## config.mk

```make
export PLATFORM = sky130hd
export DESIGN_NAME = act_pwl_pipe
export DESIGN_NICKNAME = d
export VERILOG_FILES = /design/src/rtl/act_pwl_pipe.sv
export SDC_FILE = /design/constraint.sdc
export NUM_CORES = 1
export LEC_CHECK = 0
export BUFFER_PORTS_ARGS = -buffer_cell sky130_fd_sc_hd__buf_2
export CORE_ASPECT_RATIO = 1.5
export CORE_MARGIN = 2
export CORE_UTILIZATION = 51
export CTS_BUF_LIST = sky130_fd_sc_hd__clkbuf_4 sky130_fd_sc_hd__clkbuf_8
export DETAILED_ROUTE_END_ITERATION = 8
export PLACE_DENSITY = 0.68
export SETUP_SLACK_MARGIN = 0.5
export SKIP_CTS_REPAIR_TIMING = 1
export SLEW_MARGIN = 15
export SYNTH_ARGS = -nofsm -noshare
export SYNTH_HDL_FRONTEND = slang
export SYNTH_SLANG_ARGS = --single-unit
```

## constraint.sdc

```tcl
create_clock -name clk -period 4.6 [get_ports clk]
set_clock_uncertainty 0.15 [all_clocks]
set_input_delay 0.23 -clock clk [delete_from_list [all_inputs] [get_ports clk]]
set_output_delay 0.23 -clock clk [all_outputs]
set_load 0.02 [all_outputs]
```

## src/rtl/act_pwl_pipe.sv

```systemverilog
// act_pwl_pipe: three-stage piecewise-linear tanh / sigmoid activation.
// The data is two's complement fixed point with FRAC fractional bits, so ONE = 1 << FRAC.
// Parameters are only meaningful when WIDTH - FRAC >= 3. That headroom lets 2*ONE and ONE + y fit.
// Optional feature (macro ACT_DERIV_EN): when defined, the block also registers the activation
// derivative o_deriv alongside o_data in the last stage.
// The pipeline has a single stall condition: every stage moves together when the output register
// is empty or being drained (adv).
module act_pwl_pipe #(
  parameter int WIDTH = 32,
  parameter int FRAC  = 20
) (
  input  logic                    clk,
  input  logic                    rst,
  input  logic signed [WIDTH-1:0] i_data,
  input  logic                    i_mode,
  input  logic                    i_valid,
  output logic                    i_ready,
  output logic signed [WIDTH-1:0] o_data,
  output logic                    o_valid,
  input  logic                    o_ready
`ifdef ACT_DERIV_EN
  ,
  output logic signed [WIDTH-1:0] o_deriv
`endif
);

  localparam logic signed [WIDTH-1:0] ONE     = WIDTH'(1) <<< FRAC;
  localparam logic signed [WIDTH-1:0] HALF    = ONE >>> 1;
  localparam logic signed [WIDTH-1:0] QUARTER = ONE >>> 2;
  localparam logic signed [WIDTH-1:0] TWO     = ONE <<< 1;
  localparam logic signed [WIDTH-1:0] MAX_POS = {1'b0, {(WIDTH-1){1'b1}}};
  localparam logic signed [WIDTH-1:0] MIN_NEG = {1'b1, {(WIDTH-1){1'b0}}};

  // |x|. The most negative code has no positive twin, so it saturates to the largest positive value.
  function automatic logic signed [WIDTH-1:0] sat_abs(input logic signed [WIDTH-1:0] x);
    if (x == MIN_NEG) return MAX_POS;
    else if (x[WIDTH-1]) return -x;
    else return x;
  endfunction

  // Four-segment magnitude curve on a non-negative input. The shifts truncate toward zero.
  function automatic logic signed [WIDTH-1:0] pwl_mag(input logic signed [WIDTH-1:0] b);
    if (b < HALF) return b;
    else if (b < ONE) return (b >>> 1) + QUARTER;
    else if (b < TWO) return (b >>> 2) + HALF;
    else return ONE;
  endfunction

  // Apply the sign. For sigmoid, also fold the odd curve into the range [0, ONE].
  function automatic logic signed [WIDTH-1:0] act_out(input logic signed [WIDTH-1:0] m,
                                                      input logic neg, input logic sig);
    logic signed [WIDTH-1:0] s;
    s = neg ? -m : m;
    if (sig) return (s + ONE) >>> 1;
    return s;
  endfunction

`ifdef ACT_DERIV_EN
  // The derivative is formed from y itself.
  // tanh: ONE - y^2. sigmoid: y*(ONE - y). The full-width product is truncated back to WIDTH bits.
  function automatic logic signed [WIDTH-1:0] act_deriv(input logic signed [WIDTH-1:0] y,
                                                        input logic sig);
    logic signed [WIDTH-1:0]   d;
    logic signed [2*WIDTH-1:0] ye;
    logic signed [2*WIDTH-1:0] fe;
    d  = ONE - y;
    ye = {{WIDTH{y[WIDTH-1]}}, y};
    fe = {{WIDTH{d[WIDTH-1]}}, d};
    if (sig) return WIDTH'((ye * fe) >>> FRAC);
    return ONE - WIDTH'((ye * ye) >>> FRAC);
  endfunction
`endif

  logic                    adv;
  logic signed [WIDTH-1:0] a_p0;
  logic                    neg_p0;
  logic                    sig_p0;
  logic                    vld_p0;
  logic signed [WIDTH-1:0] m_p1;
  logic                    neg_p1;
  logic                    sig_p1;
  logic                    vld_p1;
  logic signed [WIDTH-1:0] y_p1;
  logic signed [WIDTH-1:0] y_p2;
  logic                    vld_p2;

  assign adv     = !vld_p2 || o_ready;
  assign i_ready = adv;
  assign o_valid = vld_p2;
  assign o_data  = y_p2;
  assign y_p1    = act_out(m_p1, neg_p1, sig_p1);

  // Valid bits for all three stages. Reset drops every in-flight sample and takes priority over adv.
  always_ff @(posedge clk) begin
    if (rst) begin
      vld_p0 <= 1'b0;
      vld_p1 <= 1'b0;
      vld_p2 <= 1'b0;
    end else if (adv) begin
      vld_p0 <= i_valid;
      vld_p1 <= vld_p0;
      vld_p2 <= vld_p1;
    end
  end

  // ---- stage 1: magnitude, sign and mode of the accepted operand
  // Stage-1 data register.
  always_ff @(posedge clk) begin
    if (adv) begin
      a_p0   <= sat_abs(i_data);
      neg_p0 <= i_data[WIDTH-1];
      sig_p0 <= i_mode;
    end
  end

  // ---- stage 2: PWL magnitude. Sigmoid evaluates the curve at |x|/2.
  // Stage-2 data register.
  always_ff @(posedge clk) begin
    if (adv) begin
      m_p1   <= pwl_mag(sig_p0 ? (a_p0 >>> 1) : a_p0);
      neg_p1 <= neg_p0;
      sig_p1 <= sig_p0;
    end
  end

  // ---- stage 3: signed result. It is cleared on reset so the output reads zero afterwards.
  // Output data register. It holds its value while the downstream stalls.
  always_ff @(posedge clk) begin
    if (rst) y_p2 <= '0;
    else if (adv) y_p2 <= y_p1;
  end

`ifdef ACT_DERIV_EN
  logic signed [WIDTH-1:0] deriv_p2;
  assign o_deriv = deriv_p2;

  // Derivative register. It is loaded alongside y_p2 from the same stage-3 result.
  always_ff @(posedge clk) begin
    if (rst) deriv_p2 <= '0;
    else if (adv) deriv_p2 <= act_deriv(y_p1, sig_p1);
  end
`endif

endmodule
```

==> results of run 1 <==
[cell families after synthesis]
family                     after synthesis  synth area share (%)
and+or+nand+nor                        254                  19.9
muxes                                   39                  6.46
xor gates and xnor gates                63                  8.63
DFF                                    103                  42.9
buffers and inverters                   56                  3.56
adders and majority gates                5                 0.979
AOI/OAI and AO/OA                      161                  17.5
[power by group]
part           internal, mW  leakage, nW  switching [mW]
logic                 0.230         1.67           0.334
clock network         0.252       0.0937           0.305
registers              1.08         1.05          0.0575
[area by class of cell]
cell class | instances | area [µm²] | share of cell area [%]
multi-input combinational | 522 | 3420 | 48.8
sequential | 103 | 2740 | 39.1
timing repair buffer | 78 | 415 | 5.92
tap | 156 | 195 | 2.78
clock buffer | 9 | 124 | 1.77
clock inverter | 6 | 67.6 | 0.963
inverter | 12 | 46.3 | 0.660
[cell usage after synthesis, types with 12 or more instances]
library cell | count | area [µm²]
a21oi_1 | 34 | 170
a221oi_1 | 14 | 123
clkbuf_1 | 35 | 131
dfxtp_1 | 35 | 701
edfxtp_1 | 68 | 2040
inv_1 | 12 | 45.0
mux2_2 | 18 | 203
mux2i_1 | 21 | 210
nand2_1 | 97 | 364
nor2_1 | 64 | 240
nor2b_1 | 12 | 75.1
o211ai_1 | 12 | 90.1
o21ai_0 | 33 | 165
o31ai_1 | 17 | 128
xnor2_1 | 28 | 245
xor2_1 | 35 | 307
[metal layers]
| metal | up-vias | track usage, % | share of wire (%) |
|---|---|---|---|
| met4 | 0 | 9.62 | 3.1 |
| met5 | - | 0 | 0 |
| met2 | 126 | 34.1 | 52 |
| li1 | 2574 | - | - |
| met1 | 2243 | 20.9 | 41 |
| met3 | 25 | 2.62 | 4.0 |
[worst min path at each step]
| stage | start | depth (start not counted) | to | slack, ps |
|---|---|---|---|---|
| finish | i_data[30] | 2 | a_p0[30] | 10 |
| global route | i_data[30] | 2 | a_p0[30] | 9 |
| floorplan | i_data[31] | 0 | neg_p0 | 180 |
| detailed placement | i_mode | 1 | sig_p0 | 260 |
| global placement | neg_p0 | 0 | neg_p1 | 250 |
| CTS | i_mode | 1 | sig_p0 | -140 |
[stage by stage]
stage / instances / setup WS, ps / total power [mW]
after CTS: 884 / 1150 / 2.27
after global placement: 869 / 1310 / 1.70
after global routing: 886 / 795 / 2.37
final: 886 / 1150 / 2.25
after floorplan: 681 / 987 / 1.57
after detailed placement: 869 / 1180 / 1.71
[state kept, by name, summed over array words and instances, names as in the netlist]
register / cells
o_data: 32
o_valid: 1
vld_p0: 1
neg_p0: 1
sig_p0: 1
m_p1: 32
a_p0: 32
sig_p1: 1
vld_p1: 1
neg_p1: 1
[critical path: stages, from the launching register on]
cell and delay, ps:
edfxtp_1 480, nor4_4 410, nand2_1 330, o41ai_1 510, xnor2_1 310, o311ai_4 230
nor4_1 370, mux2_2 380, a211oi_1 210
==> impl_metrics.tcl, run 1 <==
set metrics [dict create \
    status "finished, final reports clean" \
    area_growth_pct 9.75 \
    grt_pass1_wl_um 20600 \
    max-cap-violations 0 \
    path_class "reg -> reg" \
    vias 4968 \
    dr.pass1.iters 4 \
    gp_congestion 0.962 \
    syn_avg_cell_area_um2 9.38 \
    fmax_mhz 290 \
    ant_nets 0 \
    initial_core_util_pct 51.6 \
    wire_per_inst_um 13.8 \
    worst_pin_slew_ps 936 \
    fin_crit_ps 3450 \
    hp-class "in -> reg" \
    max-slew-margin-rel_pct 37.5 \
    synthesis.area_um2 6390 \
    dieArea_um2 13500 \
    overflow 0 \
    final.fill_count 1129 \
    ys_ff_latch 103 \
    dpl_cell_area_um2 6800 \
    cts_max_path_buffers 2 \
    drt_iter0_drc 129 \
    cts-root-buf "clkbuf_8" \
    core_area_um2 12400 \
    crit_path_start_kind "flop" \
    nets 768 \
    design_area_um2 7010 \
    wirelength_um 12200 \
    cts_made_buffers 9 \
    synth_nets 723 \
    worstSetupStartpoint "m_p1[4]" \
    endpoint "o_data[29]" \
    grt_start_max_net_pins 66 \
    grt.total_usage_pct 18.8 \
    setup_tns_ps 0 \
    clock_sinks 103 \
    antenna_found_initial 0 \
    leakage_nw 2.82 \
    cts-htree-levels 3 \
    yosysSeqAreaShare_pct 42.9 \
    period_share_pct 75.0 \
    final_max_slew_viol_count 0 \
    cts_tree "built" \
    layout-drive-gt1-share_pct 18.4 \
    final_core_util_pct 56.6 \
    drc_errors 0 \
    dieWidth_um 95.4 \
    synth_cells 681 \
    synth_flop_cell "edfxtp_1" \
    required_ps 4740 \
    ff2ff_path_depth 8 \
    ys_warn_count 0 \
    r2r-start "m_p1[4]" \
    grt_pass1_vias 4673 \
    synth.distinct_cells 67 \
    dieHeight_um 141 \
    clk-insertion-delay-late_ps 360 \
    portBuffers 70 \
    vdd_ir_drop_max_uv 123 \
    final_cell_mix "nand2_1, buf_2, edfxtp_1, nor2_1" \
    cp-end-kind "flop" \
    hold_slack_ps 12.2 \
    async_reset_ff_share_pct 0 \
    rsz0062_at_grt "no" \
    finalHoldViolations 0 \
    setup_viol 0 \
    diodes 0 \
    power_density_nw_per_um2 321 \
    r2r-end "o_data[29]" \
    arrival_ps 3590 \
    ff2ff_setup_slack_ps 1150 \
    crit_path_max_fanout 11 \
    boundaryPins 71 \
    path_clk_slew_ps 90 \
    synth-edff-count 68 \
    dp.final_hpwl_um 9340 \
    final_common_cell "nand2_1" \
    rows 50 \
    avgViaCountPerCell 5.61 \
]
(Power assumes the default switching activity.)
==> run 2: changes to the inputs <==
--- a/config.mk
+++ b/config.mk
@@ -11,7 +11,7 @@
 export CORE_UTILIZATION = 51
 export CTS_BUF_LIST = sky130_fd_sc_hd__clkbuf_4 sky130_fd_sc_hd__clkbuf_8
 export DETAILED_ROUTE_END_ITERATION = 8
-export PLACE_DENSITY = 0.68
+export PLACE_DENSITY = 0.71
 export SETUP_SLACK_MARGIN = 0.5
 export SKIP_CTS_REPAIR_TIMING = 1
 export SLEW_MARGIN = 15
==> constraint.sdc (replaced) <==
create_clock -name clk -period 2.8 [get_ports clk]
set_clock_uncertainty 0.15 [all_clocks]
set_input_delay 0.14 -clock clk [delete_from_list [all_inputs] [get_ports clk]]
set_output_delay 0.14 -clock clk [all_outputs]
set_load 0.02 [all_outputs]
==> run 2 against run 1 <==
Against the previous run: the run now ends with negative hold slack, negative setup slack left; first-iteration DRC count increased by 35%; wire length increased by 23%; core utilization increased by 14 points; via count increased by 14%; critical endpoint is now o_data[30]; largest cell class unchanged.
==> impl_metrics.tcl, run 2 (same netlist as run 1, synthesis figures left out) <==
set metrics [dict create \
    status "finished, violations left" \
    violations "negative hold slack, negative setup slack" \
    path_class "reg -> reg" \
    ff2ff_path_depth 9 \
    grt_pass1_vias 5126 \
    fmax_mhz 339 \
    period_share_pct 105 \
    power_density_nw_per_um2 473 \
    final_max_slew_viol_count 0 \
    core_area_um2 12400 \
    avgViaCountPerCell 5.57 \
    cts_max_path_buffers 2 \
    initial_core_util_pct 51.6 \
    boundaryPins 71 \
    clock_sinks 103 \
    hold_slack_ps -13.5 \
    cts_made_buffers 9 \
    path_clk_slew_ps 100 \
    rsz0062_at_grt "yes" \
    drc_errors 0 \
    p_int_mw 2.77 \
    gp_congestion 0.902 \
    dieWidth_um 95.4 \
    cts_tree "built" \
    hold_end "a_p0[18]" \
    total_power_mw 4.13 \
    setup_viol 8 \
    hold_depth 3 \
    area.sequential_um2 2740 \
    grt_pass1_wl_um 22400 \
    dieArea_um2 13500 \
    p_comb_share_pct 33.3 \
    portBuffers 70 \
    dieHeight_um 141 \
    crit_path_start_kind "flop" \
    wirelength_um 15100 \
    rows 50 \
    r2r-end "o_data[30]" \
    design_area_um2 8730 \
    cts-htree-levels 3 \
    final_cell_mix "buf_4, nand2_1, edfxtp_1, buf_2, nor2_1" \
    dp.final_hpwl_um 10700 \
    dpl_cell_area_um2 7720 \
    max-cap-violations 0 \
    cts-root-buf "clkbuf_8" \
    multi_input_area_um2 4030 \
    ff2ff_setup_slack_ps -150 \
    hp-start "i_data[18]" \
    pre_cts_ws_ps -396 \
    ant_nets 0 \
    antenna_found_initial 0 \
    drt_iter0_drc 174 \
    overflow 0 \
    dr.pass1.iters 4 \
    area_growth_pct 36.6 \
    diodes 0 \
    swShare_pct 33.0 \
    vias 5655 \
    clk-insertion-delay-late_ps 370 \
    max-slew-margin-rel_pct 48.2 \
    pwr-share-clk_pct 21.9 \
    r2r-start "m_p1[21]" \
    grt.total_usage_pct 20.6 \
    final_common_cell "buf_4" \
    arrival_ps 3050 \
    finalHoldViolations 1 \
    layout-drive-gt1-share_pct 39.5 \
    required_ps 2900 \
    cp-end-kind "flop" \
    nets 896 \
    crit_path_max_fanout 7 \
    leakage_nw 3.63 \
    fin_ws_ps -149 \
    final.fill_count 917 \
    worst_pin_slew_ps 776 \
    seqPwrFrac_pct 44.8 \
    fin_crit_ps 2950 \
    grt_start_max_net_pins 55 \
    vdd_ir_drop_max_uv 336 \
    p_sw_mw 1.36 \
    wire_per_inst_um 14.9 \
    hp-class "in -> reg" \
]
run 2: changes by cell type in the layout (fill, tap and decap cells not counted), sizes merged:
cell         previous run  this run
inv                    13        16
clkinvlp                1         0
dlygate4sd3             2        16
bufinv                  1         0
clkbuf                  9        11
clkinv                  3         2
buf                    76       188
or2                     8         9
run 2: worst max path at each step:
stage,startpoint,end,slack [ps],cells after the start
after floorplan,m_p1[21],o_data[29],-4,8
after global placement,m_p1[6],o_data[26],-290,10
after detailed placement,m_p1[6],o_data[26],-400,10
after CTS,m_p1[6],o_data[26],-410,10
after global routing,m_p1[21],o_data[30],-320,9
final,m_p1[21],o_data[30],-150,9
run 2: critical path: stages, from the launching register on:
cell	delay, ps
edfxtp_1	450
nor4_4	350
nand4b_4	270
o41ai_4	450
xnor2_1	190
nand2_1	130
buf_4	160
nor4_2	350
mux2i_1	230
a31oi_1	100
run 2: power by group through the flow:
stage               clock network [mW]  logic, mW  registers (mW)
floorplan                            0      0.682            1.95
global placement                     0       1.15            1.88
detailed placement                   0       1.18            1.88
CTS                              0.913       1.19            1.85
global route                     0.978       1.49            1.87
finish                           0.907       1.38            1.85
run 2: cell type report:
cell class / count / share of cell area [%]
flip-flops and latches: 103 / 31.4
repair buffers: 205 / 17.3
clock inverters: 6 / 0.659
multi-input cells: 523 / 46.2
inverters: 12 / 0.673
well taps: 156 / 2.23
clock buffers: 10 / 1.50
run 2: per-stage QoR:
stage | util, % | std cells | TNS (ps)
2_1_floorplan | - | 681 | -3.97
3_3_place_gp | 62.4 | 961 | -2590
3_5_place_dp | 62.4 | 961 | -4280
4_1_cts | 63.9 | 977 | -1500
5_1_grt | 70.5 | 1015 | -1960
6_report | 70.5 | 1015 | -807
run 2: layer usage:
| metal | wire length, µm | share of wire [%] | vias up | GRT usage, % |
|---|---|---|---|---|
| met4 | 458 | 3.0 | 0 | 8.65 |
| met2 | 8750 | 58 | 127 | 40.5 |
| met5 | 0 | 0 | - | 0 |
| li1 | - | - | 2840 | - |
| met3 | 417 | 2.8 | 31 | 2.78 |
| met1 | 5490 | 36 | 2657 | 20.8 |
==> run 3: changes to the inputs <==
--- a/config.mk
+++ b/config.mk
@@ -8,12 +8,13 @@
 export BUFFER_PORTS_ARGS = -buffer_cell sky130_fd_sc_hd__buf_2
 export CORE_ASPECT_RATIO = 1.5
 export CORE_MARGIN = 2
-export CORE_UTILIZATION = 51
+export CORE_UTILIZATION = 31
 export CTS_BUF_LIST = sky130_fd_sc_hd__clkbuf_4 sky130_fd_sc_hd__clkbuf_8
 export DETAILED_ROUTE_END_ITERATION = 8
-export PLACE_DENSITY = 0.71
+export PLACE_DENSITY = 0.46
 export SETUP_SLACK_MARGIN = 0.5
 export SKIP_CTS_REPAIR_TIMING = 1
+export SKIP_LAST_GASP = 1
 export SLEW_MARGIN = 15
 export SYNTH_ARGS = -nofsm -noshare
 export SYNTH_HDL_FRONTEND = slang
==> run 3 against run 2 <==
Against the previous run: the run ends with negative setup slack left; sequential cell count stayed put; sequential power hardly changed; via count is 0.88% lower; sequential share of layout area is 1.5 points lower; setup slack better by 39 ps; non-clock buffer count is 20 higher; largest cell class unchanged.
==> impl_metrics.tcl, run 3 (same netlist as run 1, synthesis figures left out) <==
set metrics [dict create \
    status "finished, violations left" \
    violations "negative setup slack" \
    worst_pin_slew_ps 779 \
    cts-htree-levels 3 \
    fmax_mhz 344 \
    nets 916 \
    vias 5605 \
    final_common_cell "buf_4" \
    dp.final_hpwl_um 11600 \
    r2r-end "o_data[29]" \
    ant_nets 0 \
    p_comb_share_pct 34.4 \
    dieArea_um2 21800 \
    crit_path_start_kind "flop" \
    power_density_nw_per_um2 464 \
    required_ps 2950 \
    layout-drive-gt1-share_pct 41.6 \
    overflow 0 \
    rows 64 \
    initial_core_util_pct 31.4 \
    diodes 0 \
    grt.total_usage_pct 13.9 \
    final_cell_mix "buf_4, edfxtp_1, buf_2, nand2_1, nor2_1" \
    portBuffers 70 \
    max-slew-margin-rel_pct 48.0 \
    avgViaCountPerCell 4.90 \
    hp-class "in -> reg" \
    grt_start_max_net_pins 43 \
    final_max_slew_viol_count 0 \
    max-cap-violations 0 \
    ff2ff_setup_slack_ps -110 \
    cts_made_buffers 9 \
    worstSetupPathDepth 12 \
    arrival_ps 3060 \
    seqPwrFrac_pct 43.6 \
    core_area_um2 20300 \
    slowest_stage "edfxtp_1" \
    cts_tree "built" \
    crit_path_max_fanout 6 \
    antenna_found_initial 0 \
    fin_crit_ps 2910 \
    clk-insertion-delay-late_ps 370 \
    gp_congestion 0.852 \
    path_clk_slew_ps 110 \
    place_inst 1078 \
    path_class "reg -> reg" \
    dieWidth_um 121 \
    cp.buffers_inverters 3 \
    p_int_mw 2.84 \
    boundaryPins 71 \
    vdd_ir_drop_max_uv 202 \
    crit_chain "inv_2 > ha_4 > nor2b_4 > nand2_2 > buf_12 > buf_6 > o41ai_4 > xnor2_2 > nand2_2 > nor4_4 > mux2_4 > a211oi_2" \
    drt_iter0_drc 230 \
    pre_cts_ws_ps -208 \
    wire_per_inst_um 13.8 \
    rsz0062_at_grt "yes" \
    drc_errors 0 \
    final_core_util_pct 45.0 \
    fin_ws_ps -110 \
    grt_pass1_vias 5303 \
    clock_sinks 103 \
    cp-end-kind "flop" \
    endpoint "o_data[29]" \
    dr.pass1.iters 5 \
    ff2ff_path_depth 12 \
    r2r-start "m_p1[1]" \
    fin_cells 1143 \
    cts_max_path_buffers 2 \
    design_area_um2 9160 \
    finalHoldViolations 0 \
    crit_top_cell "nand2_2" \
    wirelength_um 15800 \
    hold_depth 4 \
    setup_viol 6 \
    grt_pass1_wl_um 24900 \
    cts-root-buf "clkbuf_8" \
    pwr-share-clk_pct 22.0 \
    crit_family "compound AO/OA/AOI/OAI gates" \
    worstSetupStartpoint "m_p1[1]" \
    period_share_pct 104 \
    slowest_delay_ps 440 \
    leakage_nw 3.77 \
    p_sw_mw 1.41 \
    area_growth_pct 43.3 \
    dieHeight_um 180 \
    dpl_cell_area_um2 7940 \
    swShare_pct 33.2 \
]
-- run 3: cell types whose count changed in the layout (fill, tap and decap cells not counted), sizes merged --
| cell | change |
|---|---|
| inv | -1 |
| clkinv | +1 |
| buf | +17 |
| dlygate4sd3 | +3 |
-- run 3: worst min-delay path by stage --
stage	end	slack, ps	start
2_1_floorplan	neg_p0	90	i_data[31]
3_3_place_gp	sig_p0	180	i_mode
5_1_grt	a_p0[11]	4	i_data[11]
4_1_cts	sig_p0	-230	i_mode
6_report	a_p0[16]	20	i_data[16]
3_5_place_dp	sig_p0	180	i_mode
-- run 3: worst reg2reg max path: stages, from the launching register on --
cell	delay, ps
edfxtp_1	440
inv_2	110
ha_4	140
nor2b_4	140
nand2_2	70
buf_12	150
buf_6	110
o41ai_4	410
xnor2_2	170
nand2_2	110
nor4_4	300
mux2_4	330
a211oi_2	220
-- run 3: per-stage QoR --
step	TNS [ps]	hold slack [ps]	total power, mW
floorplan	-3.97	88.9	2.63
global placement	-2840	180	3.08
detailed placement	-4460	176	3.10
CTS	-1110	-226	4.03
global route	-1610	3.55	4.51
finish	-348	17.3	4.25
-- run 3: metal layers --
metal	vias to the layer above	GRT usage [%]	routed length [µm]
met5	-	0	0
met4	0	5.15	361
met3	17	2.35	425
met2	95	25.1	8530
met1	2613	16.1	6480
li1	2880	-	-
-- run 3: cell type report --
class,count,area [µm²]
well taps,264,330
inverters,12,58.8
repair buffers,225,1720
clock inverters,6,62.6
flip-flops and latches,103,2740
clock buffers,10,131
multi-input cells,523,4110
fillers,1997,11200
-- run 3: power by group through the flow --
stage / clock network [mW] / logic, mW / registers, mW
2_1_floorplan: 0 / 0.682 / 1.95
3_3_place_gp: 0 / 1.20 / 1.88
3_5_place_dp: 0 / 1.21 / 1.89
4_1_cts: 0.967 / 1.21 / 1.85
5_1_grt: 1.04 / 1.60 / 1.88
6_report: 0.934 / 1.46 / 1.85
